**src/rtl/instr_mem_ctrl.sv**
```systemverilog
`default_nettype none
// ============================================================================
// Module   : instr_mem_ctrl
// Brief    : Instruction memory with req/valid fetch handshake, wait states,
//            post-reset clear, fault reporting and a write-only program port.
//            Optional parity storage enabled by defining INSTR_MEM_PARITY_EN.
// Revision : 1.0 - initial release
// ============================================================================
module instr_mem_ctrl #(
  parameter int XLEN        = 32,
  parameter int DEPTH       = 64,
  parameter int WAIT_STATES = 1,
  parameter int AW          = $clog2(DEPTH)
) (
  input  logic            clk,
  input  logic            reset,
  input  logic            fetch_req,
  input  logic [31:0]     fetch_addr,
  output logic            fetch_ready,
  output logic            instr_valid,
  output logic [XLEN-1:0] instr,
  output logic            fetch_fault,
  input  logic            prog_we,
  input  logic [31:0]     prog_addr,
  input  logic [XLEN-1:0] prog_data,
  input  logic            prog_inj_err,
  output logic            prog_busy,
  output logic            parity_err
);

  localparam logic [31:0]     c_BYTE_LIMIT = 32'(DEPTH * 4);
  localparam logic [3:0]      c_WAIT_LAST  = 4'(WAIT_STATES - 1);
  localparam logic [AW-1:0]   c_CLR_LAST   = AW'(DEPTH - 1);
  localparam logic [XLEN-1:0] c_NOP        = XLEN'(32'h0000_0013);

  typedef enum logic [1:0] {
    S_CLEAR = 2'd0,
    S_IDLE  = 2'd1,
    S_WAIT  = 2'd2,
    S_RESP  = 2'd3
  } state_t;

  state_t          r_state;
  state_t          w_state_nxt;
  logic [AW-1:0]   r_clr_cnt;
  logic [3:0]      r_wait_cnt;
  logic [31:0]     r_addr;
  logic [XLEN-1:0] r_mem [DEPTH];

  logic            w_accept;
  logic            w_enter_resp;
  logic [31:0]     w_rd_addr;
  logic            w_rd_fault;
  logic [AW-1:0]   w_rd_idx;
  logic            w_prog_ok;
  logic [AW-1:0]   w_prog_idx;

  always_ff @(posedge clk) begin
    if (reset) r_state <= S_CLEAR;
    else       r_state <= w_state_nxt;
  end

  always_comb begin
    w_state_nxt = r_state;
    fetch_ready = 1'b0;
    prog_busy   = 1'b0;
    instr_valid = 1'b0;
    case (r_state)
      S_CLEAR: begin
        prog_busy = 1'b1;
        if (r_clr_cnt == c_CLR_LAST) w_state_nxt = S_IDLE;
      end
      S_IDLE: begin
        fetch_ready = 1'b1;
        if (fetch_req) w_state_nxt = (WAIT_STATES > 0) ? S_WAIT : S_RESP;
      end
      S_WAIT: begin
        if (r_wait_cnt == c_WAIT_LAST) w_state_nxt = S_RESP;
      end
      S_RESP: begin
        instr_valid = 1'b1;
        w_state_nxt = S_IDLE;
      end
      default: w_state_nxt = S_CLEAR;
    endcase
  end

  assign w_accept     = fetch_ready & fetch_req;
  assign w_enter_resp = (w_state_nxt == S_RESP) && (r_state != S_RESP);

  // With zero wait states the read edge is the accept edge, so use the live address.
  assign w_rd_addr  = (r_state == S_IDLE) ? fetch_addr : r_addr;
  assign w_rd_fault = (w_rd_addr[1:0] != 2'b00) || (w_rd_addr >= c_BYTE_LIMIT);
  assign w_rd_idx   = w_rd_addr[AW+1:2];

  assign w_prog_ok  = prog_we && (r_state != S_CLEAR) &&
                      (prog_addr[1:0] == 2'b00) && (prog_addr < c_BYTE_LIMIT);
  assign w_prog_idx = prog_addr[AW+1:2];

  always_ff @(posedge clk) begin
    if (reset) begin
      r_clr_cnt  <= '0;
      r_wait_cnt <= '0;
      r_addr     <= '0;
    end else begin
      if (r_state == S_CLEAR) r_clr_cnt <= r_clr_cnt + AW'(1);
      if (w_accept) begin
        r_addr     <= fetch_addr;
        r_wait_cnt <= '0;
      end else if (r_state == S_WAIT) begin
        r_wait_cnt <= r_wait_cnt + 4'd1;
      end
    end
  end

  always_ff @(posedge clk) begin
    if (!reset) begin
      if (r_state == S_CLEAR) r_mem[r_clr_cnt]  <= '0;
      else if (w_prog_ok)     r_mem[w_prog_idx] <= prog_data;
    end
  end

  // Array read uses the pre-edge contents, giving read-before-write on a collision.
  always_ff @(posedge clk) begin
    if (reset) begin
      instr       <= '0;
      fetch_fault <= 1'b0;
    end else if (w_enter_resp) begin
      if (w_rd_fault) begin
        instr       <= c_NOP;
        fetch_fault <= 1'b1;
      end else begin
        instr       <= r_mem[w_rd_idx];
        fetch_fault <= 1'b0;
      end
    end
  end

`ifdef INSTR_MEM_PARITY_EN
  logic r_par [DEPTH];

  always_ff @(posedge clk) begin
    if (!reset) begin
      if (r_state == S_CLEAR) r_par[r_clr_cnt]  <= 1'b0;
      else if (w_prog_ok)     r_par[w_prog_idx] <= (^prog_data) ^ prog_inj_err;
    end
  end

  always_ff @(posedge clk) begin
    if (reset)             parity_err <= 1'b0;
    else if (w_enter_resp) parity_err <= !w_rd_fault && ((^r_mem[w_rd_idx]) != r_par[w_rd_idx]);
  end
`else
  logic w_unused_inj;
  assign w_unused_inj = prog_inj_err;
  assign parity_err   = 1'b0;
`endif

endmodule
`default_nettype wire

```
**config.mk**
```make
export PLATFORM = sky130hd
export DESIGN_NAME = instr_mem_ctrl
export DESIGN_NICKNAME = d
export VERILOG_FILES = /design/src/rtl/instr_mem_ctrl.sv
export SDC_FILE = /design/constraint.sdc
export NUM_CORES = 2
export LEC_CHECK = 0
export CORE_ASPECT_RATIO = 1.2
export CORE_MARGIN = 2
export CORE_UTILIZATION = 40
export DETAILED_ROUTE_END_ITERATION = 8
export GPL_TIMING_DRIVEN = 0
export PLACE_DENSITY = 0.54
export SYNTH_ARGS = -nofsm -noshare
export SYNTH_HDL_FRONTEND = slang
export SYNTH_SLANG_ARGS = --single-unit
```
**constraint.sdc**
```tcl
create_clock -name clk -period 4.2 [get_ports clk]
set_input_delay 0.42 -clock clk [delete_from_list [all_inputs] [get_ports clk]]
set_output_delay 0.42 -clock clk [all_outputs]
set_load 0.05 [all_outputs]
```
Word-level counts from Yosys, hierarchy flattened. Memory sizes are Yosys's and may differ from the RTL's. Cells that the tools add are included.

Bits in writable memories: 2048. Memories kept: 1. Bits of input ports: 101. Register bits after elaboration: 77. Logic and storage cells: 49.

Memories: r_mem (depth 64, bits a word 32, rd ports 1, clocked after memory_dff 0, write ports 1, line 48) `logic [XLEN-1:0] r_mem [DEPTH];`.

Multiplexer cells: 19. Reductions and logical operators: 12. Add/subtract/negate cells: 2. Equal/unequal tests: 6. Bitwise operators: 1. $lt $le $gt $ge: 2.

Operators by type and width (count): $mux W32 (3); $ge A32 B9 Y1 const B (1); $lt A32 B9 Y1 const B (1); $reduce_or A32 Y1 (1); $mux W1 (11); $pmux W2 S4 (1); $add A6 B1 Y6 const B (1); $eq A2 B2 Y1 const B (3); $eq A6 B6 Y1 const B (1); $mux W2 (3); $mux W6 (1); $add A4 B1 Y4 const B (1); $logic_and A1 B1 Y1 (4); $logic_not A2 Y1 (2); $logic_not A4 Y1 (1); $reduce_bool A2 Y1 (2); $eq A2 B1 Y1 const B (1); $ne A2 B2 Y1 const B (1); $reduce_or A2 Y1 (1); $and A1 B1 Y1 (1); $logic_or A1 B1 Y1 (1).

Longest topological paths before layout.
Word-level depth: 10. Mapped depth: 16. Mapped depth without buffers: 9.

Worst setup path after synthesis. Ideal clock, no wire load.

Path kind: register to register. From: register r_state[0]. To: memory r_mem[34][0], enable pin. Cell stages (with the launch flop): 9. Setup slack: -130 ps. Setup time: 421 ps. Arrival: 3908 ps. Required time: 3779 ps. Cell sequence: dfxtp_1 -> buf_2 -> nor2_1 -> nor4_1 -> clkbuf_1 -> clkbuf_1 -> o21ai_0 -> nand2_1 -> nor2_1.

RTL lines: from (decl) (line 43) `state_t r_state;`; from (signal assigned) (line 60) `else r_state <= w_state_nxt;`; $logic_not A2 Y1; $mux W1; net prog_busy (line 27) `output logic prog_busy,`; $mux W1 (line 117) `if (!reset) begin`; $mux W1 (not written as such) (line 118) `if (r_state == S_CLEAR) r_mem[r_clr_cnt] <= '0;`; $mux W1 (no source line); to (decl) (line 48).

The timed path passes the listed nets, and every way through them passes these cells.

Final worst setup path.
From: register r_state[1]. To: register instr[27].

Longest elaborated chain between the ends: 5.

Ends and longest elaborated chain: $eq A2 B1 Y1 (line 68, 92); $mux W32 (line 92) `assign w_rd_addr = (r_state == S_IDLE) ? fetch_addr : r_addr;`; $ge A32 B9 Y1 / $reduce_bool A2 Y1 (equally long branches) (line 93) `assign w_rd_fault = (w_rd_addr[1:0] != 2'b00) || (w_rd_addr >= c_BYTE_LIMIT);`; $logic_or A1 B1 Y1 (line 93); $mux W32 (line 129) `if (w_rd_fault) begin`; to (signal assigned) (line 130) `instr <= c_NOP;`; to (signal assigned) (line 133) `instr <= r_mem[w_rd_idx];`; to (decl) (line 21) `output logic [XLEN-1:0] instr,`.

Several ways; a longest one is shown, not always the timed one. A chain may end at the register's enable or synchronous reset.

==> flow_metrics.py <==
metrics = {
    "yosys": {
        "synth_common_cells": "edfxtp_1 (2048), nand2_1 (418), mux2i_1 (272)",
        "yosysSeqAreaShare_pct": 76.0,
        "synthArstFlopShare_pct": 0,
        "yosys_warnings": 0,
        "yosysUniqueCellTypes": 63,
        "yosysTopAreaCellShare_pct": 74.2,
        "synth_nets": 4706,
        "synth_edf_count": 2048,
        "yosys-top-cells-area": "edfxtp_1 (74%), mux4_2 (7.1%), mux2i_1 (3.3%)",
        "synth_cells": 4602,
        "yosys.area.top_type": "edfxtp_1",
        "ys_ff_latch": 2125,
        "synth_area_um2": 82900,
        "ys.flop_type": "edfxtp_1",
        "syn_avg_cell_area_um2": 18.0,
        "synth.most_common_cell": "edfxtp_1",
    },
    "sta": {
        "slew_violations": 0,
        "clock-skew-final_ns": 0.0493,
        "hold_viol_final": 0,
        "hold_ws_ns": 0.124,
        "slew_headroom_pct": 11.0,
        "finalCriticalPeriod_ns": 4.19,
        "fmax_ghz": 0.238,
        "setup_viol": 0,
        "finalCritPeriodShare_pct": 99.9,
        "worst_pin_slew_ns": 1.33,
        "rsz0062_at_grt": "yes",
        "fin_tns_setup_ns": 0,
    },
    "setup_path": {
        "setup.worst_path.start_class": "flip-flop",
        "rr_endpoint": "instr[27]",
        "reg2reg_slack_ns": 0.006,
        "crit_type": "flip-flop to flip-flop",
        "crit_fanout": 10,
        "worstPathArrival_ns": 4.95,
        "cp_cell_sequence": "buf_4, and3b_1, clkbuf_4, a21o_2, buf_2, buf_6, buf_4, buf_4, mux4_2, o2111ai_2, o211ai_1, a211o_1",
        "end_kind": "flip-flop",
        "timing.critical_path.buf_inv": 6,
        "cp_top_family": "buffers and inverters",
        "cp_slowest_cell": "mux4_2",
        "ff2ff_path_depth": 12,
        "cp.required_ns": 4.95,
        "crit_path_frequent_cell": "buf_4",
        "slowest_delay_ns": 0.63,
        "timing.rr.start": "r_state[1]",
    },
    "pwr": {
        "clock_power_share_pct": 43.8,
        "cellLeakagePower_nw": 32.6,
        "power_mw": 41.7,
        "comb_power_share_pct": 1.1,
        "seqPwrFrac_pct": 55.1,
        "intPower_mw": 33.3,
        "swShare_pct": 20.0,
        "power.switching_mw": 8.34,
        "ir_drop_mv": 0.367,
        "powerDensity_nw_per_um2": 420,
    },
    "placed_design": {
        "numPortBuffers": 134,
        "dpl.hpwl_um": 190000,
        "placed_cell_area_um2": 90700,
        "gp_congestion": 0.930,
    },
    "global_route": {
        "grt_pass1_vias": 47300,
        "grt_use_total_pct": 26.2,
        "grt_max_degree": 65,
        "antenna_found_initial": 26,
        "grt.overflow.total": 0,
        "grt_pass1_wl_um": 379000,
    },
    "clock_network": {
        "cts_tree": "yes",
        "clkLatencyLatePin_ns": 0.87,
        "ctsHoldBuffers": 0,
        "root_buffer": "clkbuf_16",
        "htree_levels": 4,
        "cts_buffers": 207,
        "clock_path_buffers": 3,
        "clk_pin_slew_ns": 0.06,
        "clkSinkCount": 2125,
    },
    "route": {
        "via_per_inst": 5.99,
        "drtAntennaViolNets": 0,
        "wirelength_um": 278000,
        "dr.pass1.iters": 5,
        "wl_per_cell_um": 34.4,
        "vias": 48400,
        "drc": 0,
        "first_iter_violations": 5967,
    },
    "hold_path": {
        "hold_path_end": "r_addr[14]",
        "hold_class": "input pin to flip-flop",
        "min_from": "fetch_addr[14]",
        "min_path_cells": 3,
    },
    "floorplan": {
        "fp-row-count": 183,
        "die_width_um": 420,
        "die_area_um2": 211000,
        "fp.dieH_um": 503,
        "core_area_um2": 207000,
        "ios": 138,
        "start_util_pct": 40.1,
    },
    "final_layout": {
        "post-route-cell-area_um2": 99100,
        "nNetsFinal": 5234,
        "area_delta_synth_final_pct": 19.5,
        "final_util_pct": 48.0,
        "drive_gt1_share_pct": 21.3,
    },
    "outcome": {
        "outcome": "complete, no violations",
    },
    "job": {
        "cap_viol_max_count": 0,
    },
}
registers in the layout, summed over array words and instances (netlist names):
register     count
r_mem         2048
instr           32
r_addr          32
r_clr_cnt        6
r_wait_cnt       4
r_state          2
fetch_fault      1
layout by cell type (no fill, tap or decap), types with 101 or more instances in the layout:
cell / instances
clkbuf_1: 152
a211oi_1: 173
mux4_2: 261
edfxtp_1: 2048
buf_4: 101
clkdlybuf4s50_1: 134
a221oi_1: 111
nand2_1: 403
clkbuf_16: 212
mux2i_1: 267
worst max-delay path by stage:
stage | depth (start not counted) | startpoint | end
CTS | 11 | r_state[1] | instr[14]
global placement | 10 | reset | r_mem[47][18]
global route | 14 | r_state[0] | instr[30]
floorplan | 8 | r_state[0] | r_mem[34][0]
finish | 12 | r_state[1] | instr[27]
detailed placement | 10 | fetch_addr[4] | instr[18]
power by group through the flow:
stage	registers [mW]	logic [mW]	clock network, mW
floorplan	23.4	0.153	0
global placement	23.4	0.381	0
detailed placement	23.4	0.417	0
CTS	23.0	0.449	18.4
global route	23.0	0.481	19.2
finish	23.0	0.466	18.2
stage by stage:
stage | instances | setup slack (ns)
floorplan | 4602 | -0.130
global placement | 7511 | -3.74
detailed placement | 7618 | -1.94
CTS | 8046 | -0.196
global route | 8073 | -0.0830
finish | 8080 | 0.00607
kinds of logic after synthesis:
logic type	after synthesis	synth area share, %
flops	2125	76.0
compound gates	845	7.51
simple gates	674	3.51
mux	564	10.8
buf+inv	384	2.03
xor+xnor	6	0.0634
fa+ha+maj	3	0.0453
other cells	1	0.00452
layer usage:
| layer | track usage (%) | vias to the layer above | wire (um) |
|---|---|---|---|
| met5 | 0 | - | 41 |
| met4 | 13.4 | 6 | 15700 |
| met3 | 5.41 | 608 | 23500 |
| met2 | 42.2 | 2546 | 132000 |
| met1 | 33.6 | 25400 | 107000 |
| li1 | - | 19900 | - |
cell type report:
class	count	area [um2]
tap	2775	3470
fill	17300	107000
clock buffer	260	5500
inverter	87	327
timing repair buffer	322	4670
buffer	294	1570
multi-input combinational	2093	19500
clock inverter	114	1010
sequential	2125	63000
antenna	10	25.0
worst register-to-register path, delay by kind of cell, from the launching register on:
kind | cells | cell delay (ns)
AO/OA/AOI/OAI | 4 | 1.28
AND/OR/NAND/NOR | 1 | 0.22
multiplexers | 1 | 0.65
flip-flops | 1 | 0.34
buffers and inverters | 6 | 1.63
repair_timing:
item,in CTS,in global routing
buffers inserted,56,25
pin swaps,29,8
endpoints found under the setup margin,3122,888
gates resized for setup,156,104
gates cloned,0,0
Note: power is estimated with default switching activity, not from simulation.
